<file path="src/rtl/adder_pkg.sv">
// Shared definitions for the operand sequencer and the adder stage it feeds:
// datapath widths, latency counter width and the sequencer state encoding.
package adder_pkg;

   localparam int DATA_W = 8;
   localparam int SUM_W  = 9;
   localparam int CNT_W  = 4;

   typedef enum logic [1:0] {
      LOAD_A  = 2'd0,
      LOAD_B  = 2'd1,
      WAIT    = 2'd2,
      PRESENT = 2'd3
   } seq_state_e;

   function automatic logic [SUM_W-1:0] pack_sum(input logic cout, input logic [DATA_W-1:0] s);
      return {cout, s};
   endfunction

endpackage

</file>
<file path="src/rtl/operand_sequencer_if.sv">
// Byte-stream input, adder-stage operand/result and result-handshake signals
// of the operand sequencer, bundled for connection to its environment.
interface operand_sequencer_if;

   logic                         in_valid;
   logic                         in_ready;
   logic [adder_pkg::DATA_W-1:0] in_data;
   logic [adder_pkg::DATA_W-1:0] A;
   logic [adder_pkg::DATA_W-1:0] B;
   logic [adder_pkg::DATA_W-1:0] S;
   logic                         Cout;
   logic                         out_valid;
   logic                         out_ready;
   logic [adder_pkg::SUM_W-1:0]  out_sum;
   logic                         busy;

   modport slave (
      input  in_valid, in_data, S, Cout, out_ready,
      output in_ready, A, B, out_valid, out_sum, busy
   );

   modport master (
      output in_valid, in_data, S, Cout, out_ready,
      input  in_ready, A, B, out_valid, out_sum, busy
   );

endinterface

</file>
<file path="src/rtl/operand_sequencer_latency_timer.sv">
// Loadable down-counter that waits out the adder-stage latency; holds at zero
// and flags terminal count so the sequencer knows when the sum is valid.
module latency_timer #(
   parameter int CNT_W = 4
) (
   input  logic             clk,
   input  logic             rst_n,
   input  logic             load,
   input  logic [CNT_W-1:0] load_val,
   input  logic             count,
   output logic             zero
);

   logic [CNT_W-1:0] cnt_q;
   logic [CNT_W-1:0] cnt_d;

   always_comb begin
      cnt_d = cnt_q;
      if (load) begin
         cnt_d = load_val;
      end else if (count && (cnt_q != '0)) begin
         cnt_d = cnt_q - CNT_W'(1);
      end
   end

   always_ff @(posedge clk or negedge rst_n) begin
      if (!rst_n) begin
         cnt_q <= '0;
      end else begin
         cnt_q <= cnt_d;
      end
   end

   assign zero = (cnt_q == '0);

endmodule

</file>
<file path="src/rtl/operand_sequencer.sv">
// Collects two operand bytes, drives them to a registered adder stage, waits
// out its latency and presents the 9-bit sum under a valid/ready handshake.
//
//   state   | meaning
//   LOAD_A  | idle, waiting for operand A byte
//   LOAD_B  | A held, waiting for operand B byte
//   WAIT    | operands stable, counting down adder latency
//   PRESENT | {Cout,S} captured, out_valid high until out_ready
module operand_sequencer
   import adder_pkg::*;
#(
   parameter int LATENCY = 2
) (
   input logic                clk,
   input logic                rst_n,
   operand_sequencer_if.slave bus
);

   localparam logic [CNT_W-1:0] LAT_VAL = CNT_W'(LATENCY);

   seq_state_e        state_q;
   seq_state_e        state_d;
   logic [DATA_W-1:0] a_q;
   logic [DATA_W-1:0] a_d;
   logic [DATA_W-1:0] b_q;
   logic [DATA_W-1:0] b_d;
   logic [SUM_W-1:0]  sum_q;
   logic [SUM_W-1:0]  sum_d;
   logic              timer_load;
   logic              timer_count;
   logic              timer_zero;

   latency_timer #(
      .CNT_W (CNT_W)
   ) u_latency_timer (
      .clk      (clk),
      .rst_n    (rst_n),
      .load     (timer_load),
      .load_val (LAT_VAL),
      .count    (timer_count),
      .zero     (timer_zero)
   );

   always_comb begin
      state_d     = state_q;
      a_d         = a_q;
      b_d         = b_q;
      sum_d       = sum_q;
      timer_load  = 1'b0;
      timer_count = 1'b0;
      case (state_q)
         LOAD_A: begin
            if (bus.in_valid) begin
               a_d     = bus.in_data;
               state_d = LOAD_B;
            end
         end
         LOAD_B: begin
            if (bus.in_valid) begin
               b_d        = bus.in_data;
               timer_load = 1'b1;
               state_d    = WAIT;
            end
         end
         WAIT: begin
            timer_count = 1'b1;
            // Terminal count means the adder output reflects the held operands.
            if (timer_zero) begin
               sum_d   = pack_sum(bus.Cout, bus.S);
               state_d = PRESENT;
            end
         end
         PRESENT: begin
            if (bus.out_ready) begin
               state_d = LOAD_A;
            end
         end
         default: state_d = LOAD_A;
      endcase
   end

   always_ff @(posedge clk or negedge rst_n) begin
      if (!rst_n) begin
         state_q <= LOAD_A;
         a_q     <= '0;
         b_q     <= '0;
         sum_q   <= '0;
      end else begin
         state_q <= state_d;
         a_q     <= a_d;
         b_q     <= b_d;
         sum_q   <= sum_d;
      end
   end

   assign bus.in_ready  = (state_q == LOAD_A) || (state_q == LOAD_B);
   assign bus.out_valid = (state_q == PRESENT);
   assign bus.busy      = (state_q != LOAD_A);
   assign bus.A         = a_q;
   assign bus.B         = b_q;
   assign bus.out_sum   = sum_q;

endmodule

</file>
<file path="src/flat_wrapper.sv">
// flat-port wrapper written by rule: the top's interface ports become plain ports
module operand_sequencer_flat import adder_pkg::*;
#(
   parameter int LATENCY = 2
)
  (clk, rst_n, bus_in_valid, bus_in_data, bus_S, bus_Cout, bus_out_ready, bus_in_ready, bus_A, bus_B, bus_out_valid, bus_out_sum, bus_busy);
  operand_sequencer_if bus_i ();
  input logic clk;
  input logic rst_n;
  input wire logic [$bits(bus_i.in_valid)-1:0] bus_in_valid;
  input wire logic [$bits(bus_i.in_data)-1:0] bus_in_data;
  input wire logic [$bits(bus_i.S)-1:0] bus_S;
  input wire logic [$bits(bus_i.Cout)-1:0] bus_Cout;
  input wire logic [$bits(bus_i.out_ready)-1:0] bus_out_ready;
  output wire logic [$bits(bus_i.in_ready)-1:0] bus_in_ready;
  output wire logic [$bits(bus_i.A)-1:0] bus_A;
  output wire logic [$bits(bus_i.B)-1:0] bus_B;
  output wire logic [$bits(bus_i.out_valid)-1:0] bus_out_valid;
  output wire logic [$bits(bus_i.out_sum)-1:0] bus_out_sum;
  output wire logic [$bits(bus_i.busy)-1:0] bus_busy;
  assign bus_i.in_valid = bus_in_valid;
  assign bus_i.in_data = bus_in_data;
  assign bus_i.S = bus_S;
  assign bus_i.Cout = bus_Cout;
  assign bus_i.out_ready = bus_out_ready;
  assign bus_in_ready = bus_i.in_ready;
  assign bus_A = bus_i.A;
  assign bus_B = bus_i.B;
  assign bus_out_valid = bus_i.out_valid;
  assign bus_out_sum = bus_i.out_sum;
  assign bus_busy = bus_i.busy;
  operand_sequencer #(.LATENCY(LATENCY)) u_core (.clk(clk), .rst_n(rst_n), .bus(bus_i));
endmodule
</file>
<file path="config.mk">
export PLATFORM = sky130hd
export DESIGN_NAME = operand_sequencer_flat
export DESIGN_NICKNAME = d
export VERILOG_FILES = /design/src/rtl/adder_pkg.sv /design/src/rtl/operand_sequencer_if.sv /design/src/rtl/operand_sequencer_latency_timer.sv /design/src/rtl/operand_sequencer.sv /design/src/flat_wrapper.sv
export SDC_FILE = /design/constraint.sdc
export NUM_CORES = 1
export LEC_CHECK = 0
export ABC_AREA = 1
export CORE_MARGIN = 3
export CORE_UTILIZATION = 45
export CTS_CLUSTER_DIAMETER = 60
export DETAILED_ROUTE_END_ITERATION = 8
export DONT_BUFFER_PORTS = 1
export PLACE_DENSITY = 0.58
export SYNTH_ARGS = -nofsm -noshare
export SYNTH_HDL_FRONTEND = slang
export SYNTH_SLANG_ARGS = --single-unit
</file>
<file path="constraint.sdc">
create_clock -name clk -period 3.15 [get_ports clk]
set_input_delay 0.4725 -clock clk [delete_from_list [all_inputs] [get_ports clk]]
set_output_delay 0.4725 -clock clk [all_outputs]
set_load 0.05 [all_outputs]
</file>
==> reports/results.txt <==
The cell that appears most often on the critical path is inv_1. At the end of routability-driven placement, the weighted congestion stood at 0.794. Buffers added to address setup during post-CTS repair amount to 0.

The maximum level of the CTS H-tree came out at 2. The hold violation count in the final report came out at 0. On the critical path, the stage with the largest delay is an instance of dfrtp_1. The worst setup path is launched from a flip-flop.

For this configuration, the core starts out at a cell density of 49.5%. For the final setup violation count, the log shows 0. The critical path goes through inv_1, ha_1, nor2_1, inv_1. The shortest clock period the worst path allows after layout came out at 1920 ps. After synthesis, the netlist uses 16 different library cells. The number of placed I/O pins was 49; the highest achievable clock rate was 0.520 GHz.

The number of DRC violations after detailed-routing iteration 0 is 20, and the number of buffers on the longest clock path is 2. The flow ran to the end, and the final reports show no timing, DRC or antenna violations. Leaving out fill and tap cells, the most frequent cell in the layout is nand2_1. The type of the tightest min-delay check was in -> reg.

The tools report the share of the yosys chip area belonging to registers as 54.4%. The number of diodes added for antenna fixing is 0. Clock-pin slew was measured on the worst setup and hold paths at 100 ps. Setup total negative slack on the finished layout was measured at 0 ps. The first global-routing pass estimated 4.78 mm of wire. The root cell of the clock tree was clkbuf_4. The Yosys warning count is 0, and the worst-path maximum fanout is 4.

After Yosys synthesis, XOR and XNOR cells account for 0.615% of the synthesized area. For the worst setup path, the data required time is 2680 ps. After the last flow step, the layout net total stands at 188. The critical path is of the reg -> out type. The kind of cell with the highest combined delay on the critical path was buffers and inverters.

In this run the tool buffered the top-level ports with 0 buffer cells. Together, buffers and inverters on the worst path number 2. The core region is 0.00288 mm².

Setup repair after global routing left no endpoint under its margin. Summed over all layers, the routed wires come to 2.64 mm. The synthesized area came out at 0.00143 mm². Row generation in the floorplan step produced 19 rows.

In the final layout, the share of cells above drive strength 1 is 14.9%. The tool flagged a number of max-cap violations equal to 0. The cell count after synthesis came out at 155. The die covers 0.00388 mm². The per-cell via count in the routed design works out to 4.93.

Relative to the synthesized area, the layout overhead comes to 9.04%. In this design, the stage delay of the slowest critical-path cell is 420 ps. The tools report the first-pass iteration count of the detailed router as 4. The detailed router placed 1000 vias in this run. The simple-gate portion of the synthesized area is 18.7%, and the largest net degree at the start of global routing is 32. At the pin with the least slew margin, the transition time is 669 ps. Averaged over all synthesized cells, the footprint is 9.19 µm². TritonCTS built the clock tree.

The worst path uses 61.1% of the clock period. The clock buffer count from CTS was 5; the share of synthesized cell area in full adder, half adder and majority cells was 6.15%. The combinational family with the most area after synthesis is simple AND/OR/NAND/NOR gates.

The routed length per placed instance is 13.0 µm, and the height of the die is 62.3 µm. In this run, synthesis produced a sequential element count of 31. The nature of the critical path endpoint was a primary output. For this design, the sink count on the clock tree is 31.

The synthesized netlist devotes 11.2% of its cell area to compound gates. Synthesis produced a netlist with a net count of 183. On the final layout, the worst clock skew is 16.7 ps. Data on the critical path arrives at its endpoint at 1450 ps.

Headroom to the max-slew limit came out at 55.3%. In the layout the commonest cells are nand2_1 (40), dfrtp_1 (31), inv_1 (26). From left edge to right edge, the die measures 62.3 µm. For this run, design rule violations remaining after detail routing come to 0. The later pin in the worst-skew pair is clocked with a latency of 330 ps. The HPWL after detailed placement is 1.95 mm. The final-report max-slew violation count came out at 0.

The total overflow left after global routing is 0. The number of antenna violations at the first check in global routing is 0, and the share of cell area taken by muxes after synthesis is 0%. The via count of the first global-routing pass was 1082; the residual antenna-violating net count after detailed routing was 0. Global routing used 15.7% of the available tracks.
[through the flow]
stage	setup slack, ps	utilization [%]	std cells	hold slack (ps)	area (µm²)
4_1_cts	1190	54.0	203	243	1550
2_1_floorplan	1650	-	155	177	1430
6_report	1230	54.0	203	264	1550
3_3_place_gp	1630	50.5	193	178	1450
3_5_place_dp	1560	50.5	193	178	1450
5_1_grt	1120	54.0	203	234	1550
[synthesized netlist by cell type]
library cell	n	area, µm²
o21ai_0	16	80.1
o21ai_2	9	78.8
nand2_2	2	12.5
nand3_1	10	50.1
inv_1	26	97.6
buf_6	1	11.3
inv_2	1	3.75
dfrtp_1	31	776
buf_2	3	15.0
ha_1	7	87.6
nand2_1	40	150
xor2_1	1	8.76
nor2_4	1	11.3
nand3_4	1	17.5
or2_2	1	6.26
nor2_1	5	18.8
[flip-flops by register name (all words and copies together) (netlist names)]
register                      count
u_core.bus.out_sum                9
u_core.u_latency_timer.cnt_q      4
u_core.bus.A                      8
u_core.state_q                    2
u_core.bus.B                      8
[cell type report]
| class | instances | area (µm²) |
|---|---|---|
| clock buffers | 7 | 65.1 |
| inverters | 27 | 101 |
| flip-flops and latches | 31 | 776 |
| repair buffers | 2 | 30.0 |
| multi-input cells | 93 | 522 |
| clock inverters | 1 | 7.51 |
| well taps | 42 | 52.6 |
| fillers | 273 | 1320 |
[worst register-to-register path: stages (launching register included)]
cell,delay [ps]
dfrtp_1,420
inv_1,110
ha_1,170
nand2_1,400
o21ai_0,340
[logic make-up (layout without fill, tap and decap cells)]
family          count (synthesis)  after routing
xor+xnor                        1              1
simple gates                   60             60
compound gates                 25             25
fa+ha+maj                       7              7
buf+inv                        31             37
flops                          31             31
[per-layer routing]
metal  vias to the layer above  wire [µm]  part of all wire [%]  track usage [%]
li1                        484          -                     -                -
met1                       475       1110                    42             16.1
met2                        34       1290                    49             27.0
met3                         7        188                   7.1             7.57
met4                         0         51                   1.9             7.44
met5                         -          0                     0                0
[timing repair]
| item | CTS | global route |
|---|---|---|
| hold buffers | 2 | 0 |
| endpoints found under the hold margin | 31 | 0 |
| gates resized for setup | 0 | 0 |
[final timing paths]
check / startpoint / to / slack, ps / cells after the start
max: u_core.state_q[0] / bus_in_ready / 1230 / 4
min: bus_S[2] / u_core.bus.out_sum[2] / 260 / 2
max reg2reg: u_core.state_q[1] / u_core.bus.B[1] / 1640 / 4
min reg2reg: u_core.u_latency_timer.cnt_q[0] / u_core.u_latency_timer.cnt_q[0] / 530 / 2
max in group asynchronous: rst_n / u_core.bus.out_sum[0] / 2420 / 2
min in group asynchronous: rst_n / u_core.bus.out_sum[7] / 560 / 2
Power is not shown: default switching activity piles up to over one toggle a cycle in this logic, so the estimate is an artifact.
